[src/rtl/pic_pkg.sv]
// Shared constants, FSM state type and find-first-set helper for the PIC
// INTA/ISR controller.
package pic_pkg;
  localparam int NUM_IRQ = 8;
  localparam int LVL_W   = 3;

  localparam logic [LVL_W-1:0] SPURIOUS_LVL = 3'd7;

  typedef enum logic [2:0] {
    IDLE,
    REQ,
    ACK1,
    GAP,
    ACK2
  } state_t;

  typedef struct packed {
    logic             found;
    logic [LVL_W-1:0] idx;
  } lowest_t;

  // Index 0 is the highest priority, so the lowest set bit wins.
  function automatic lowest_t lowest_set(input logic [NUM_IRQ-1:0] vec);
    lowest_t res;
    res = '0;
    for (int i = NUM_IRQ - 1; i >= 0; i--) begin
      if (vec[i]) begin
        res.found = 1'b1;
        res.idx   = LVL_W'(i);
      end
    end
    return res;
  endfunction
endpackage

[src/rtl/pic_prio_enc.sv]
// Lowest-index find-first-set encoder; reports whether any bit is set and
// the index of the highest-priority (lowest) set bit.
module pic_prio_enc
  import pic_pkg::*;
(
  input  logic [NUM_IRQ-1:0] vec_i,
  output logic               found_o,
  output logic [LVL_W-1:0]   idx_o
);
  lowest_t res;

  assign res     = lowest_set(vec_i);
  assign found_o = res.found;
  assign idx_o   = res.idx;
endmodule

[src/rtl/pic_inta_isr_ctrl.sv]
// In-Service Register, INT request and two-pulse INTA vector sequencing for
// an 8259-style PIC. Optional auto-EOI is enabled with PIC_AUTO_EOI_EN.
//
//  state | meaning
//  IDLE  | no request outstanding, evaluating qualify
//  REQ   | int_o high, waiting for first INTA fall
//  ACK1  | first INTA pulse low, bus floated, waiting for rise
//  GAP   | between pulses, waiting for second INTA fall
//  ACK2  | second INTA pulse low, vector driven until rise
module pic_inta_isr_ctrl
  import pic_pkg::*;
(
  input  logic               clk,
  input  logic               rst_n,
  input  logic [NUM_IRQ-1:0] irr_req,
  output logic [NUM_IRQ-1:0] irr_clr,
  input  logic [4:0]         icw2_base,
  input  logic               inta_n,
  output logic               int_o,
  output logic [7:0]         data_o,
  output logic               data_oe,
  input  logic               eoi_valid,
  input  logic               eoi_specific,
  input  logic [LVL_W-1:0]   eoi_level,
  output logic [NUM_IRQ-1:0] isr
`ifdef PIC_AUTO_EOI_EN
  ,
  input  logic               aeoi_mode
`endif
);
  state_t             state_q;
  logic [LVL_W-1:0]   lvl_q;
  logic               spur_q;
  logic               inta_q;
  logic               int_q;
  logic [7:0]         data_q;
  logic               oe_q;
  logic [NUM_IRQ-1:0] irr_clr_q;
  logic [NUM_IRQ-1:0] isr_q;
  logic [NUM_IRQ-1:0] isr_d;

  logic               win_found;
  logic [LVL_W-1:0]   win_idx;
  logic               isr_found;
  logic [LVL_W-1:0]   isr_idx;
  logic               qualify;
  logic               fall;
  logic               rise;
  logic [NUM_IRQ-1:0] set_mask;
  logic [NUM_IRQ-1:0] clr_mask;

  pic_prio_enc u_req_enc (
    .vec_i   (irr_req),
    .found_o (win_found),
    .idx_o   (win_idx)
  );

  pic_prio_enc u_isr_enc (
    .vec_i   (isr_q),
    .found_o (isr_found),
    .idx_o   (isr_idx)
  );

  assign qualify = win_found && (!isr_found || (win_idx < isr_idx));
  assign fall    = inta_q && !inta_n;
  assign rise    = !inta_q && inta_n;

  // Set and clear are independent; when both target one bit the set wins.
  always_comb begin
    set_mask = '0;
    clr_mask = '0;
    if ((state_q == REQ) && fall && win_found) begin
      set_mask[win_idx] = 1'b1;
    end
    if (eoi_valid) begin
      if (eoi_specific) begin
        clr_mask[eoi_level] = 1'b1;
      end else if (isr_found) begin
        clr_mask[isr_idx] = 1'b1;
      end
    end
`ifdef PIC_AUTO_EOI_EN
    if (aeoi_mode && (state_q == ACK2) && rise && !spur_q) begin
      clr_mask[lvl_q] = 1'b1;
    end
`endif
    isr_d = (isr_q & ~clr_mask) | set_mask;
  end

  always_ff @(posedge clk or negedge rst_n) begin
    if (!rst_n) begin
      state_q   <= IDLE;
      lvl_q     <= '0;
      spur_q    <= 1'b0;
      inta_q    <= 1'b1;
      int_q     <= 1'b0;
      data_q    <= '0;
      oe_q      <= 1'b0;
      irr_clr_q <= '0;
      isr_q     <= '0;
    end else begin
      inta_q    <= inta_n;
      isr_q     <= isr_d;
      irr_clr_q <= '0;
      case (state_q)
        IDLE: begin
          if (qualify) begin
            int_q   <= 1'b1;
            state_q <= REQ;
          end
        end
        REQ: begin
          // A fall is honoured even if the request vanished in the same cycle.
          if (fall) begin
            int_q   <= 1'b0;
            state_q <= ACK1;
            if (win_found) begin
              lvl_q     <= win_idx;
              spur_q    <= 1'b0;
              irr_clr_q <= set_mask;
            end else begin
              lvl_q  <= SPURIOUS_LVL;
              spur_q <= 1'b1;
            end
          end else if (!qualify) begin
            int_q   <= 1'b0;
            state_q <= IDLE;
          end
        end
        ACK1: begin
          if (rise) begin
            state_q <= GAP;
          end
        end
        GAP: begin
          if (fall) begin
            data_q  <= {icw2_base, lvl_q};
            oe_q    <= 1'b1;
            state_q <= ACK2;
          end
        end
        ACK2: begin
          if (rise) begin
            data_q  <= '0;
            oe_q    <= 1'b0;
            state_q <= IDLE;
          end
        end
        default: state_q <= IDLE;
      endcase
    end
  end

  assign int_o   = int_q;
  assign data_o  = data_q;
  assign data_oe = oe_q;
  assign irr_clr = irr_clr_q;
  assign isr     = isr_q;
endmodule

[config.mk]
export PLATFORM = sky130hd
export DESIGN_NAME = pic_inta_isr_ctrl
export DESIGN_NICKNAME = d
export VERILOG_FILES = /design/src/rtl/pic_pkg.sv /design/src/rtl/pic_prio_enc.sv /design/src/rtl/pic_inta_isr_ctrl.sv
export SDC_FILE = /design/constraint.sdc
export NUM_CORES = 1
export LEC_CHECK = 0
export BUFFER_PORTS_ARGS = -buffer_cell sky130_fd_sc_hd__buf_2
export CORE_MARGIN = 1.5
export CORE_UTILIZATION = 51
export CTS_CLUSTER_DIAMETER = 200
export DETAILED_ROUTE_END_ITERATION = 10
export PLACE_DENSITY = 0.88
export RECOVER_POWER = 100
export SETUP_SLACK_MARGIN = 0.15
export SLEW_MARGIN = 10
export SYNTH_ARGS = -nofsm -noshare
export SYNTH_HDL_FRONTEND = slang
export SYNTH_HIERARCHICAL = 1
export SYNTH_SLANG_ARGS = --single-unit
[constraint.sdc]
create_clock -name clk -period 2.65 [get_ports clk]
set_input_delay 0.1325 -clock clk [delete_from_list [all_inputs] [get_ports clk]]
set_output_delay 0.1325 -clock clk [all_outputs]
set_load 0.03 [all_outputs]
==> out/qor.csv, run 1 <==
stage,metric,value,unit
grt,global-route congestion overflow total,0,
power,worst ir drop on vdd,352,µV
drt,total via count after detailed routing,1376,
clock_network,TritonCTS Buffers,5,
placed_design,count of port buffers added during placement,46,
critical_path,Critical Path Sink,data_o[5]$_DFFE_PN0P_,
critical_path,critical path launch point type,flip-flop,
synth,dominant cell by count in the synthesized netlist,sky130_fd_sc_hd__dfrtp_1,
critical_path,depth of the worst register-to-register path,4,
synth,"Avg Cell Area, Syn",10.7,µm²
clock_network,hold buffer count at cts,2,
timing,Finish-stage setup viols,0,
status,failing checks,"max-capacitance violations, max-slew violations",
grt,met3 demand-to-capacity share in global routing,5.90,%
timing,period utilization,77.1,%
drt,initial DRC count,77,
grt,number of antenna violations at the first check in global routing,0,
synth,proportion of netlist area held by the largest area contributor,49.5,%
critical_path,Max Fanout on Critical Path,10,
critical_path,"Worst Path Class, Setup",reg -> reg,
drt,Final ANT Viol Nets,0,
placed_design,routability-driven placement congestion ratio,0.881,
cells_and_area,filler-free cell count of the finished design,253,
status,run status,finished with violations,
synth,cell taking the most area after synthesis,sky130_fd_sc_hd__dfrtp_1,
timing,final critical delay including setup and external delays,2.04,ns
hold_path,hold crit path type,in -> reg,
drt,Pre-antenna DRT Iters,4,
clock_network,number of buffers between clock root and the deepest sink,2,
clock_network,Post-CTS Setup Inserts,0,
grt,vias in the first global route,1241,
drt,number of design rule violations left after detail routing,0,
synth,leading register cell type out of synthesis,sky130_fd_sc_hd__dfrtp_1,
timing,setup repair after global routing missed its margin,false,
clock_network,Clock Latency Late Sink,0.34,ns
synth,number of enable-type register cells in the synthesized netlist,0,
drt,mean routed wirelength per cell,13.2,µm
synth,number of unique standard cell types used by synthesis,37,
critical_path,source of the worst register-to-register timing path,inta_q$_DFF_PN1_,
cells_and_area,proportion of layout cells with a drive suffix above 1,14.8,%
grt,met2 Track Usage GR,32.2,%
drt,final wirelength,3350,µm
critical_path,Setup crit start,inta_q$_DFF_PN1_,
synth,synthesized netlist cell count,152,
timing,worst slew slack as a fraction of its limit,-15.4,%
floorplanning,count of boundary I/O pins,47,
clock_network,clock transition at the register clock pins on the worst setup and hold paths after CTS,0.11,ns
synth,share of the yosys chip area belonging to registers,51.1,%
critical_path,WP data arrival,2.28,ns
critical_path,endpoint required time on the critical path,2.88,ns
synth,async set-or-reset flop fraction in the synthesized netlist,100,%
grt,wire length of the first global-routing pass,5530,µm
timing,Clock Skew,0.0129,ns
floorplanning,effective utilization at floorplan,53.5,%
grt,maximum number of pins on one net before global-route repair,34,
critical_path,worst r2r dst,data_o[5]$_DFFE_PN0P_,
flow_run,max-cap violation count,1,
grt,global-route total usage across every layer,21.5,%
floorplanning,number of placement rows,20,
synth,cell area after technology mapping,1620,µm²
synth,Yosys reg bits,33,
floorplanning,die footprint,3520,µm²
drt,mean number of vias per cell,5.44,
synth,commonest cells in the synthesized netlist,"sky130_fd_sc_hd__dfrtp_1, sky130_fd_sc_hd__nor2_1, sky130_fd_sc_hd__inv_1",
clock_network,number of levels in the clock H-tree,2,
timing,Worst Tran Pin Value,1.73,ns
power,leakage,0.928,nW
clock_network,Clock Root Buffer,sky130_fd_sc_hd__clkbuf_4,
cells_and_area,diodes inserted,0,
synth,top area cells in the synthesized netlist,"sky130_fd_sc_hd__dfrtp_1, sky130_fd_sc_hd__nor2_1, sky130_fd_sc_hd__a22o_1",
grt,most heavily used metal layer in global routing,met2,
critical_path,endpoint class of the critical path,flip-flop,
critical_path,FF-to-FF setup slack,0.61,ns
timing,f_max,489,MHz
hold_path,number of cells on the worst hold path,2,
power,Power Dens Cells,1040,nW/µm²
timing,Fin Setup TNS,0,ns
timing,number of hold-slack violations in the final timing report,0,
clock_network,sink count of the clock tree,33,
synth,post-synth net total,175,
placed_design,DP Wirelength,2550,µm
placed_design,Placed Cells incl. Taps,243,
clock_network,clock tree from TritonCTS,built,
clock_network,number of gates given a new drive strength after cts,0,
floorplanning,core box area,3030,µm²
cells_and_area,number of nets in the finished design,231,
timing,pins over their slew limit,34,
floorplanning,Die Ht,59.3,µm
cells_and_area,Synth-to-Final Area Change,20.2,%
grt,global-route met1 utilization,29.5,%
synth,count of warnings emitted by yosys,6,
floorplanning,die width,59.3,µm
==> area by class of cell <==
cell class / instances / area [µm²]
fill: 252 / 1080
sequential: 33 / 827
multi-input combinational: 108 / 694
timing repair buffer: 50 / 230
clock inverter: 3 / 65.1
tap: 44 / 55.1
clock buffer: 5 / 37.5
inverter: 10 / 37.5
==> cell families after synthesis <==
group           synth area share, %
fa+ha+maj                      1.55
simple gates                   21.9
flops                          51.1
xor+xnor                      0.541
buf+inv                        3.01
compound gates                 21.9
==> stage by stage <==
step / setup slack [ns] / instance area, µm² / total power, mW / hold WS, ns / util, %
floorplan: 0.665 / 1620 / 1.38 / -0.163 / -
global placement: 0.739 / 1910 / 1.58 / 0.211 / 63.0
detailed placement: 0.641 / 1910 / 1.61 / 0.213 / 63.0
CTS: 0.646 / 2030 / 2.07 / 0.00444 / 67.1
global route: 0.364 / 1950 / 2.15 / 0.0127 / 64.3
finish: 0.606 / 1950 / 2.02 / 0.0209 / 64.3
==> cells in the final DEF, fill, tap and decap left out, types with 4 or more instances in the layout <==
cell / netlist / final
sky130_fd_sc_hd__a22oi_1: 7 / 7
sky130_fd_sc_hd__nor2b_1: 6 / 7
sky130_fd_sc_hd__clkbuf_1: 0 / 28
sky130_fd_sc_hd__a21oi_1: 7 / 7
sky130_fd_sc_hd__inv_1: 10 / 10
sky130_fd_sc_hd__nand2_1: 6 / 6
sky130_fd_sc_hd__nand3_1: 6 / 6
sky130_fd_sc_hd__clkbuf_4: 0 / 5
sky130_fd_sc_hd__o21ai_0: 6 / 6
sky130_fd_sc_hd__a21o_1: 7 / 7
sky130_fd_sc_hd__a31oi_1: 3 / 4
sky130_fd_sc_hd__dfrtp_1: 32 / 32
sky130_fd_sc_hd__nor2_1: 22 / 22
sky130_fd_sc_hd__a22o_1: 8 / 8
sky130_fd_sc_hd__buf_2: 0 / 18
==> registers in the layout, summed over array words and instances (netlist names) <==
signal   cells
int_o        1
state_q      3
isr          8
data_o       8
data_oe      1
irr_clr      8
inta_q       1
lvl_q        3
==> routing by layer <==
metal  up-vias  share of wire, %
li1        672                 -
met1       647                47
met2        53                45
met3         4               6.8
met4         0               1.5
met5         -                 0
==> critical path: stages, from the launching register on <==
cell                      delay (ns)
sky130_fd_sc_hd__dfstp_1        0.61
sky130_fd_sc_hd__nor2b_1        0.38
sky130_fd_sc_hd__and3_1         0.43
sky130_fd_sc_hd__a31oi_1        0.23
sky130_fd_sc_hd__a22o_1         0.28
==> worst min path at each step <==
stage / slack (ns) / start / to
finish: 0.02 / icw2_base[0] / data_o[3]$_DFFE_PN0P_
global placement: 0.21 / rst_n / irr_clr[7]$_DFF_PN0_
detailed placement: 0.21 / rst_n / irr_clr[7]$_DFF_PN0_
floorplan: -0.16 / rst_n / data_o[0]$_DFFE_PN0P_
global route: 0.01 / icw2_base[3] / data_o[6]$_DFFE_PN0P_
CTS: 0.004 / icw2_base[3] / data_o[6]$_DFFE_PN0P_
==> report_power, final <==
group          switching, mW  total (mW)  internal (mW)  leakage, nW
combinational          0.501       0.783          0.281        0.448
sequential             0.126       0.776          0.650        0.425
clock                  0.171       0.463          0.292       0.0552
total                  0.798        2.02           1.22        0.928
No activity file was read; power rests on OpenSTA's default activity.
==> run 2, diff against run 1 <==
==> constraint.sdc (replaced) <==
create_clock -name clk -period 2.1 [get_ports clk]
set_input_delay 0.105 -clock clk [delete_from_list [all_inputs] [get_ports clk]]
set_output_delay 0.105 -clock clk [all_outputs]
set_load 0.03 [all_outputs]
==> run 2 against run 1 <==
The flow now finishes without violations. Flip-flop and latch count stayed put. Clock skew is 0.0039 ns lower. Count of clock-buffer cells in the layout is 1 higher. Sequential power is 28% higher. Hold slack worse by 0.017 ns. First-iteration DRC count is 62% higher. Die area stayed put. Critical path type unchanged.
==> out/qor.csv, run 2 (synthesized netlist as in run 1, its figures left out) <==
stage,metric,value,unit,change
placed_design,count of port buffers added during placement,46,,unchanged
floorplanning,core box area,3030,µm²,unchanged
drt,total via count after detailed routing,1407,,+2.3%
grt,global-route congestion overflow total,0,,unchanged
clock_network,Post-CTS Setup Inserts,0,,unchanged
critical_path,source of the worst register-to-register timing path,inta_q$_DFF_PN1_,,
cells_and_area,proportion of layout cells with a drive suffix above 1,17.4,%,+2.5 points
floorplanning,effective utilization at floorplan,53.5,%,unchanged
floorplanning,count of boundary I/O pins,47,,unchanged
floorplanning,Die Ht,59.3,µm,unchanged
cells_and_area,diodes inserted,0,,unchanged
critical_path,WP data arrival,2.14,ns,-0.14 ns
timing,Fin Setup TNS,0,ns,unchanged
drt,final wirelength,3670,µm,+9.6%
grt,number of antenna violations at the first check in global routing,0,,unchanged
timing,setup repair after global routing missed its margin,true,,
timing,Clock Skew,0.00902,ns,-0.00388 ns
hold_path,startpoint of the tightest hold check path,icw2_base[0],,
drt,number of design rule violations left after detail routing,0,,unchanged
drt,M1 wire length,1610,µm,+2.9%
cells_and_area,filler-free cell count of the finished design,257,,+1.6%
timing,number of hold-slack violations in the final timing report,0,,unchanged
grt,wire length of the first global-routing pass,5680,µm,+2.8%
clock_network,number of levels in the clock H-tree,2,,unchanged
hold_path,hold crit path type,in -> reg,,
power,leakage,0.936,nW,+0.84%
critical_path,endpoint required time on the critical path,2.33,ns,-0.55 ns
drt,mean number of vias per cell,5.47,,+0.66%
timing,final critical delay including setup and external delays,1.92,ns,-0.127 ns
hold_path,end point of the worst hold path,data_o[3]$_DFFE_PN0P_,,
floorplanning,die width,59.3,µm,unchanged
floorplanning,die footprint,3520,µm²,unchanged
drt,total length of routed met3 wires,218,µm,-4.4%
clock_network,clock transition at the register clock pins on the worst setup and hold paths after CTS,0.09,ns,-0.02 ns
flow_run,max-cap violation count,0,,-1
timing,worst hold slack after final layout,0.00398,ns,-0.0169 ns
placed_design,Placed Cells incl. Taps,244,,+0.41%
hold_path,number of cells on the worst hold path,2,,unchanged
clock_network,sink count of the clock tree,33,,unchanged
drt,highest metal layer used by the detailed router,met4,,
grt,maximum number of pins on one net before global-route repair,34,,unchanged
clock_network,Clock Latency Late Sink,0.34,ns,about the same
critical_path,worst r2r dst,data_o[4]$_DFFE_PN0P_,,
timing,Finish-stage setup viols,0,,unchanged
drt,Final ANT Viol Nets,0,,unchanged
timing,f_max,522,MHz,+6.7%
cells_and_area,number of fill cells,260,,+3.2%
critical_path,endpoint class of the critical path,flip-flop,,
clock_network,Clock Root Buffer,sky130_fd_sc_hd__clkbuf_4,,
critical_path,"Worst Path Class, Setup",reg -> reg,,
cells_and_area,number of nets in the finished design,235,,+1.7%
floorplanning,number of placement rows,20,,unchanged
clock_network,TritonCTS Buffers,5,,unchanged
timing,pins over their slew limit,0,,-100%
critical_path,Max Fanout on Critical Path,10,,unchanged
cells_and_area,Synth-to-Final Area Change,21.8,%,
drt,routed wire length on met2,1780,µm,+18%
timing,Worst Tran Pin Value,0.700,ns,-1.03 ns
cells_and_area,cell area after layout,1970,µm²,+1.3%
drt,Pre-antenna DRT Iters,5,,+1
timing,period utilization,91.3,%,+14 points
critical_path,FF-to-FF setup slack,0.18,ns,-0.42 ns
placed_design,DP Wirelength,2630,µm,+3.4%
power,worst ir drop on vdd,436,µV,+24%
drt,initial DRC count,125,,+62%
grt,vias in the first global route,1255,,+1.1%
critical_path,depth of the worst register-to-register path,4,,unchanged
clock_network,clock tree from TritonCTS,built,,
clock_network,number of buffers between clock root and the deepest sink,2,,unchanged
power,post-route total power,2.40,mW,+19%
timing,worst slew slack as a fraction of its limit,53.3,%,+69 points
placed_design,routability-driven placement congestion ratio,0.861,,-2.2%
critical_path,critical path launch point type,flip-flop,,
status,run status,"finished, final reports clean",,
placed_design,placement-stage cell area,1920,µm²,+0.39%
cells_and_area,"leading cell type in the layout, fill and taps excluded",sky130_fd_sc_hd__dfrtp_1,,
power,Power Dens Cells,1220,nW/µm²,+17%
grt,global-route total usage across every layer,21.9,%,+0.36 points
cells_and_area,most used cells in the layout excluding fill and tap cells,"sky130_fd_sc_hd__dfrtp_1, sky130_fd_sc_hd__clkbuf_1, sky130_fd_sc_hd__nor2_1, sky130_fd_sc_hd__buf_2, sky130_fd_sc_hd__inv_1",,
drt,mean routed wirelength per cell,14.3,µm,+7.9%
==> run 2: timing repair <==
item	in CTS	in global routing
endpoints found under the setup margin	2	2
resized for setup	2	5
hold buffers	4	1
pin swaps	1	1
hold endpoints to repair	35	1
==> run 2: metrics by stage <==
step / setup slack (ns) / util, %
2_1_floorplan: 0.222 / -
3_3_place_gp: 0.296 / 63.3
3_5_place_dp: 0.185 / 63.3
4_1_cts: 0.179 / 66.3
5_1_grt: 0.0670 / 65.1
6_report: 0.184 / 65.1
==> run 2: power breakdown <==
group	switching [mW]	leakage [nW]	internal (mW)	total, mW
clock network	0.211	0.0320	0.127	0.338
registers	0.169	0.423	0.821	0.990
logic	0.672	0.481	0.403	1.08
==> run 2: worst max-delay path: stages, from the launching register on <==
cell and delay, ns:
sky130_fd_sc_hd__dfstp_1 0.61, sky130_fd_sc_hd__nor2b_1 0.37, sky130_fd_sc_hd__and3_1 0.49, sky130_fd_sc_hd__a31oi_4 0.12, sky130_fd_sc_hd__a22o_1 0.23
==> run 2: cell type report <==
type / instances / area [µm²] / share of cell area, %
Multi-Input combinational cell: 108 / 731 / 37.1
Tap cell: 44 / 55.1 / 2.79
Clock buffer: 6 / 41.3 / 2.09
Timing Repair Buffer: 54 / 269 / 13.6
Clock inverter: 2 / 10.0 / 0.508
Inverter: 10 / 37.5 / 1.90
Sequential cell: 33 / 828 / 42.0
==> run 2: worst max path at each step <==
stage	start	to	slack, ns	cells after the start
6_report	inta_q$_DFF_PN1_	data_o[4]$_DFFE_PN0P_	0.18	4
5_1_grt	inta_q$_DFF_PN1_	data_o[3]$_DFFE_PN0P_	0.07	4
4_1_cts	isr[4]$_DFF_PN0_	int_o$_DFFE_PN0P_	0.18	7
3_5_place_dp	isr[6]$_DFF_PN0_	state_q[0]$_DFFE_PN0P_	0.18	7
3_3_place_gp	isr[6]$_DFF_PN0_	state_q[0]$_DFFE_PN0P_	0.30	7
2_1_floorplan	isr[0]$_DFF_PN0_	int_o$_DFFE_PN0P_	0.22	7
==> run 2: layer usage <==
layer	up-vias	track usage, %
li1	677	-
met1	657	29.1
met2	65	34.2
met3	8	5.24
met4	0	9.09
met5	-	0
==> run 3, diff against run 2 <==
--- a/config.mk
+++ b/config.mk
@@ -5,9 +5,10 @@
 export SDC_FILE = /design/constraint.sdc
 export NUM_CORES = 1
 export LEC_CHECK = 0
+export ABC_AREA = 1
 export BUFFER_PORTS_ARGS = -buffer_cell sky130_fd_sc_hd__buf_2
 export CORE_MARGIN = 1.5
-export CORE_UTILIZATION = 51
+export CORE_UTILIZATION = 52
 export CTS_CLUSTER_DIAMETER = 200
 export DETAILED_ROUTE_END_ITERATION = 10
 export PLACE_DENSITY = 0.88
==> run 3 against run 2 <==
Flip-flop and latch count unchanged. Via count rose by 28%. Sequential power is 5.9% lower. Design area grew 15%. Non-clock buffer count increased by 10. Combinational power rose by 21%. Cell count grew 35%. Clock power about the same. Die area is 6.6% higher. First-iteration DRC count grew 0.80%. Routed wire length is 23% higher. Largest cell class unchanged. Largest power group unchanged. Highest routed layer unchanged.
==> out/qor.csv, run 3 <==
stage,metric,value,unit,change
timing,pins over their slew limit,0,,unchanged
synth,Yosys reg bits,33,,unchanged
critical_path,critical path buffer and inverter count,3,,+3
synth,async set-or-reset flop fraction in the synthesized netlist,100,%,unchanged
critical_path,Setup crit start,isr[0]$_DFF_PN0_,,
synth,post-synth net total,256,,+46%
floorplanning,effective utilization at floorplan,56.5,%,+3.0 points
synth,synthesized netlist cell count,233,,+53%
power,Sw Ratio,47.5,%,+3.7 points
timing,worst-case setup margin in the final layout,0.0914,ns,-0.0922 ns
grt,vias in the first global route,1549,,+23%
timing,Clock Skew,0.00805,ns,-0.000971 ns
clock_network,clock transition at the register clock pins on the worst setup and hold paths after CTS,0.10,ns,about the same
synth,cell taking the most area after synthesis,sky130_fd_sc_hd__dfrtp_1,,
synth,number of enable-type register cells in the synthesized netlist,0,,unchanged
power,internal power consumption,1.36,mW,+0.50%
placed_design,setup slack at placement,0.0526,ns,-0.132 ns
floorplanning,die width,61.3,µm,+3.3%
hold_path,startpoint of the tightest hold check path,icw2_base[1],,
drt,Pre-antenna DRT Iters,6,,+1
grt,number of antenna violations at the first check in global routing,0,,unchanged
synth,proportion of netlist area held by the largest area contributor,45.3,%,-4.1 points
critical_path,critical path launch point type,flip-flop,,
critical_path,FF-to-FF setup slack,0.09,ns,-0.09 ns
power,Net Switching,1.23,mW,+17%
cells_and_area,multi-input gate area in the final layout,790,µm²,+8.0%
power,power share of the combinational group,50.8,%,+6.0 points
timing,setup repair after global routing missed its margin,true,,
cells_and_area,area occupied by registers,835,µm²,+0.76%
critical_path,"Worst Path Class, Setup",reg -> reg,,
placed_design,Placed Cells incl. Taps,321,,+32%
timing,number of hold-slack violations in the final timing report,0,,unchanged
clock_network,TritonCTS Buffers,5,,unchanged
timing,period utilization,95.6,%,+4.4 points
grt,global-route total usage across every layer,24.0,%,+2.1 points
drt,mean routed wirelength per cell,13.0,µm,-9.1%
placed_design,DP Wirelength,2830,µm,+7.7%
timing,Worst Tran Pin Value,0.691,ns,-0.00866 ns
timing,f_max,498,MHz,-4.6%
status,run status,"finished, final reports clean",,
floorplanning,core box area,3130,µm²,+3.3%
synth,count of warnings emitted by yosys,6,,unchanged
placed_design,routability-driven placement congestion ratio,0.862,,about the same
power,proportion of power drawn by flip-flops and latches,36.0,%,-5.2 points
drt,mean number of vias per cell,5.21,,-4.9%
clock_network,Clock Latency Late Sink,0.34,ns,about the same
drt,total via count after detailed routing,1807,,+28%
hold_path,hold crit path type,in -> reg,,
synth,"Avg Cell Area, Syn",7.58,µm²,-29%
cells_and_area,filler-free cell count of the finished design,347,,+35%
floorplanning,die footprint,3760,µm²,+6.6%
critical_path,endpoint required time on the critical path,2.34,ns,about the same
synth,commonest cells in the synthesized netlist,"sky130_fd_sc_hd__inv_1, sky130_fd_sc_hd__nand2_1, sky130_fd_sc_hd__dfrtp_1",,
floorplanning,count of boundary I/O pins,47,,unchanged
power,worst ir drop on vdd,622,µV,+42%
floorplanning,Die Ht,61.3,µm,+3.3%
critical_path,cells traversed along the worst timing path,"inv_1, nand4_1, nor2_2, inv_2, ha_4, nand2_2, inv_1, nand2_1, nand2_1, nand2_2, nand4_1, nand3_1, nand2_1, nand2_1",,
placed_design,count of port buffers added during placement,46,,unchanged
synth,dominant cell by count in the synthesized netlist,sky130_fd_sc_hd__inv_1,,
synth,leading register cell type out of synthesis,sky130_fd_sc_hd__dfrtp_1,,
power,Power Dens Cells,1140,nW/µm²,-6.5%
synth,top area cells in the synthesized netlist,"sky130_fd_sc_hd__dfrtp_1, sky130_fd_sc_hd__inv_1, sky130_fd_sc_hd__nand2_1",,
drt,number of design rule violations left after detail routing,0,,unchanged
grt,maximum number of pins on one net before global-route repair,34,,unchanged
critical_path,WP data arrival,2.25,ns,+0.11 ns
drt,Final ANT Viol Nets,0,,unchanged
critical_path,maximum single-stage delay on the critical path,0.44,ns,-0.17 ns
grt,wire length of the first global-routing pass,6510,µm,+15%
cells_and_area,number of fill cells,255,,-1.9%
critical_path,Max Fanout on Critical Path,4,,-6
critical_path,CP top delay family,simple AND/OR/NAND/NOR gates,,
power,relative contribution of the clock network to total power,13.1,%,-1.0 points
synth,cell area after technology mapping,1770,µm²,+9.1%
timing,worst slew slack as a fraction of its limit,53.9,%,+0.58 points
cells_and_area,diodes inserted,0,,unchanged
cells_and_area,"leading cell type in the layout, fill and taps excluded",sky130_fd_sc_hd__inv_1,,
synth,share of the yosys chip area belonging to registers,46.8,%,-4.3 points
timing,Finish-stage setup viols,0,,unchanged
cells_and_area,most used cells in the layout excluding fill and tap cells,"sky130_fd_sc_hd__inv_1, sky130_fd_sc_hd__nand2_1, sky130_fd_sc_hd__clkbuf_1, sky130_fd_sc_hd__dfrtp_1, sky130_fd_sc_hd__o21ai_0",,
synth,number of unique standard cell types used by synthesis,26,,-30%
clock_network,number of levels in the clock H-tree,2,,unchanged
timing,final critical delay including setup and external delays,2.01,ns,+0.0922 ns
clock_network,clock tree from TritonCTS,built,,
cells_and_area,number of nets in the finished design,325,,+38%
clock_network,sink count of the clock tree,33,,unchanged
cells_and_area,proportion of layout cells with a drive suffix above 1,22.1,%,+4.7 points
power,leakage,1.16,nW,+24%
floorplanning,number of placement rows,20,,unchanged
drt,initial DRC count,126,,+0.80%
critical_path,source of the worst register-to-register timing path,isr[0]$_DFF_PN0_,,
critical_path,endpoint class of the critical path,flip-flop,,
cells_and_area,Synth-to-Final Area Change,28.4,%,
drt,final wirelength,4510,µm,+23%
clock_network,Clock Root Buffer,sky130_fd_sc_hd__clkbuf_4,,
flow_run,max-cap violation count,0,,unchanged
clock_network,number of buffers between clock root and the deepest sink,2,,unchanged
grt,global-route congestion overflow total,0,,unchanged
critical_path,cell at the slowest stage of the critical path,sky130_fd_sc_hd__dfrtp_1,,
critical_path,"most used cell, CP",sky130_fd_sc_hd__nand2_1,,
[run 3: cell count changes in the layout (fill, tap and decap cells not counted), moves of 6 or more]
cell                      delta
sky130_fd_sc_hd__nand2_1    +38
sky130_fd_sc_hd__inv_2       +6
sky130_fd_sc_hd__buf_4       +8
sky130_fd_sc_hd__nor2b_1     -7
sky130_fd_sc_hd__inv_1      +36
sky130_fd_sc_hd__nand3_1     +6
sky130_fd_sc_hd__a22o_1      -8
sky130_fd_sc_hd__a21o_1      -7
sky130_fd_sc_hd__o21ai_0    +19
[run 3: what timing repair did]
item,in CTS,in global routing
hold endpoints to repair,37,0
gates resized for setup,8,17
pin swaps,2,7
hold buffers,6,0
buffers inserted,4,8
setup endpoints to repair,3,5
[run 3: logic make-up after synthesis]
kind of cell	Yosys count	share of synthesized area, %
AND/OR/NAND/NOR	98	25.3
buffers and inverters	54	11.9
AO/OA/AOI/OAI	46	14.6
flip-flops	33	46.8
adder cells (fa/ha/maj)	2	1.42
[run 3: power by group through the flow]
stage / clock (mW) / combinational, mW / sequential (mW)
2_1_floorplan: 0 / 0.608 / 1.18
3_3_place_gp: 0 / 1.12 / 0.930
3_5_place_dp: 0 / 1.14 / 0.937
4_1_cts: 0.347 / 1.20 / 0.926
5_1_grt: 0.376 / 1.46 / 0.956
6_report: 0.340 / 1.31 / 0.932
[run 3: cell type report]
cell class	count	area share (%)
Multi-Input combinational cell	146	34.8
Sequential cell	33	36.8
Clock buffer	6	1.82
Timing Repair Buffer	64	15.1
Tap cell	44	2.43
Inverter	52	8.60
Clock inverter	2	0.441
[run 3: metrics by stage]
step / hold slack (ns) / util (%) / TNS, ns / total power, mW / cell area (µm²)
2_1_floorplan: -0.191 / - / 0 / 1.79 / 1780
3_3_place_gp: 0.190 / 65.5 / 0 / 2.05 / 2050
3_5_place_dp: 0.190 / 65.5 / 0 / 2.07 / 2050
4_1_cts: 0.00801 / 70.7 / 0 / 2.47 / 2210
5_1_grt: 0.0166 / 72.5 / -0.0350 / 2.79 / 2270
6_report: 0.0183 / 72.5 / 0 / 2.58 / 2270
[run 3: worst paths after layout]
| kind | to | depth (start not counted) |
|---|---|---|
| max | state_q[1]$_DFFE_PN0P_ | 14 |
| max in group asynchronous | isr[7]$_DFF_PN0_ | 2 |
| min reg2reg | int_o$_DFFE_PN0P_ | 2 |
| min | data_o[4]$_DFFE_PN0P_ | 3 |
| min in group asynchronous | irr_clr[5]$_DFF_PN0_ | 2 |
| max reg2reg | state_q[1]$_DFFE_PN0P_ | 14 |
[run 3: per-layer routing]
layer / vias up / global-route usage (%) / part of all wire (%)
li1: 884 / - / -
met1: 832 / 30.8 / 43
met2: 79 / 38.1 / 47
met3: 12 / 5.46 / 6.7
met4: 0 / 11.8 / 2.9
met5: - / 0 / 0
[run 3: worst register-to-register path: cells and delay by family (launching register included)]
| kind | cells | cell delay [ns] |
|---|---|---|
| simple gates | 10 | 0.94 |
| flops | 1 | 0.44 |
| buf+inv | 3 | 0.24 |
| fa+ha+maj | 1 | 0.28 |
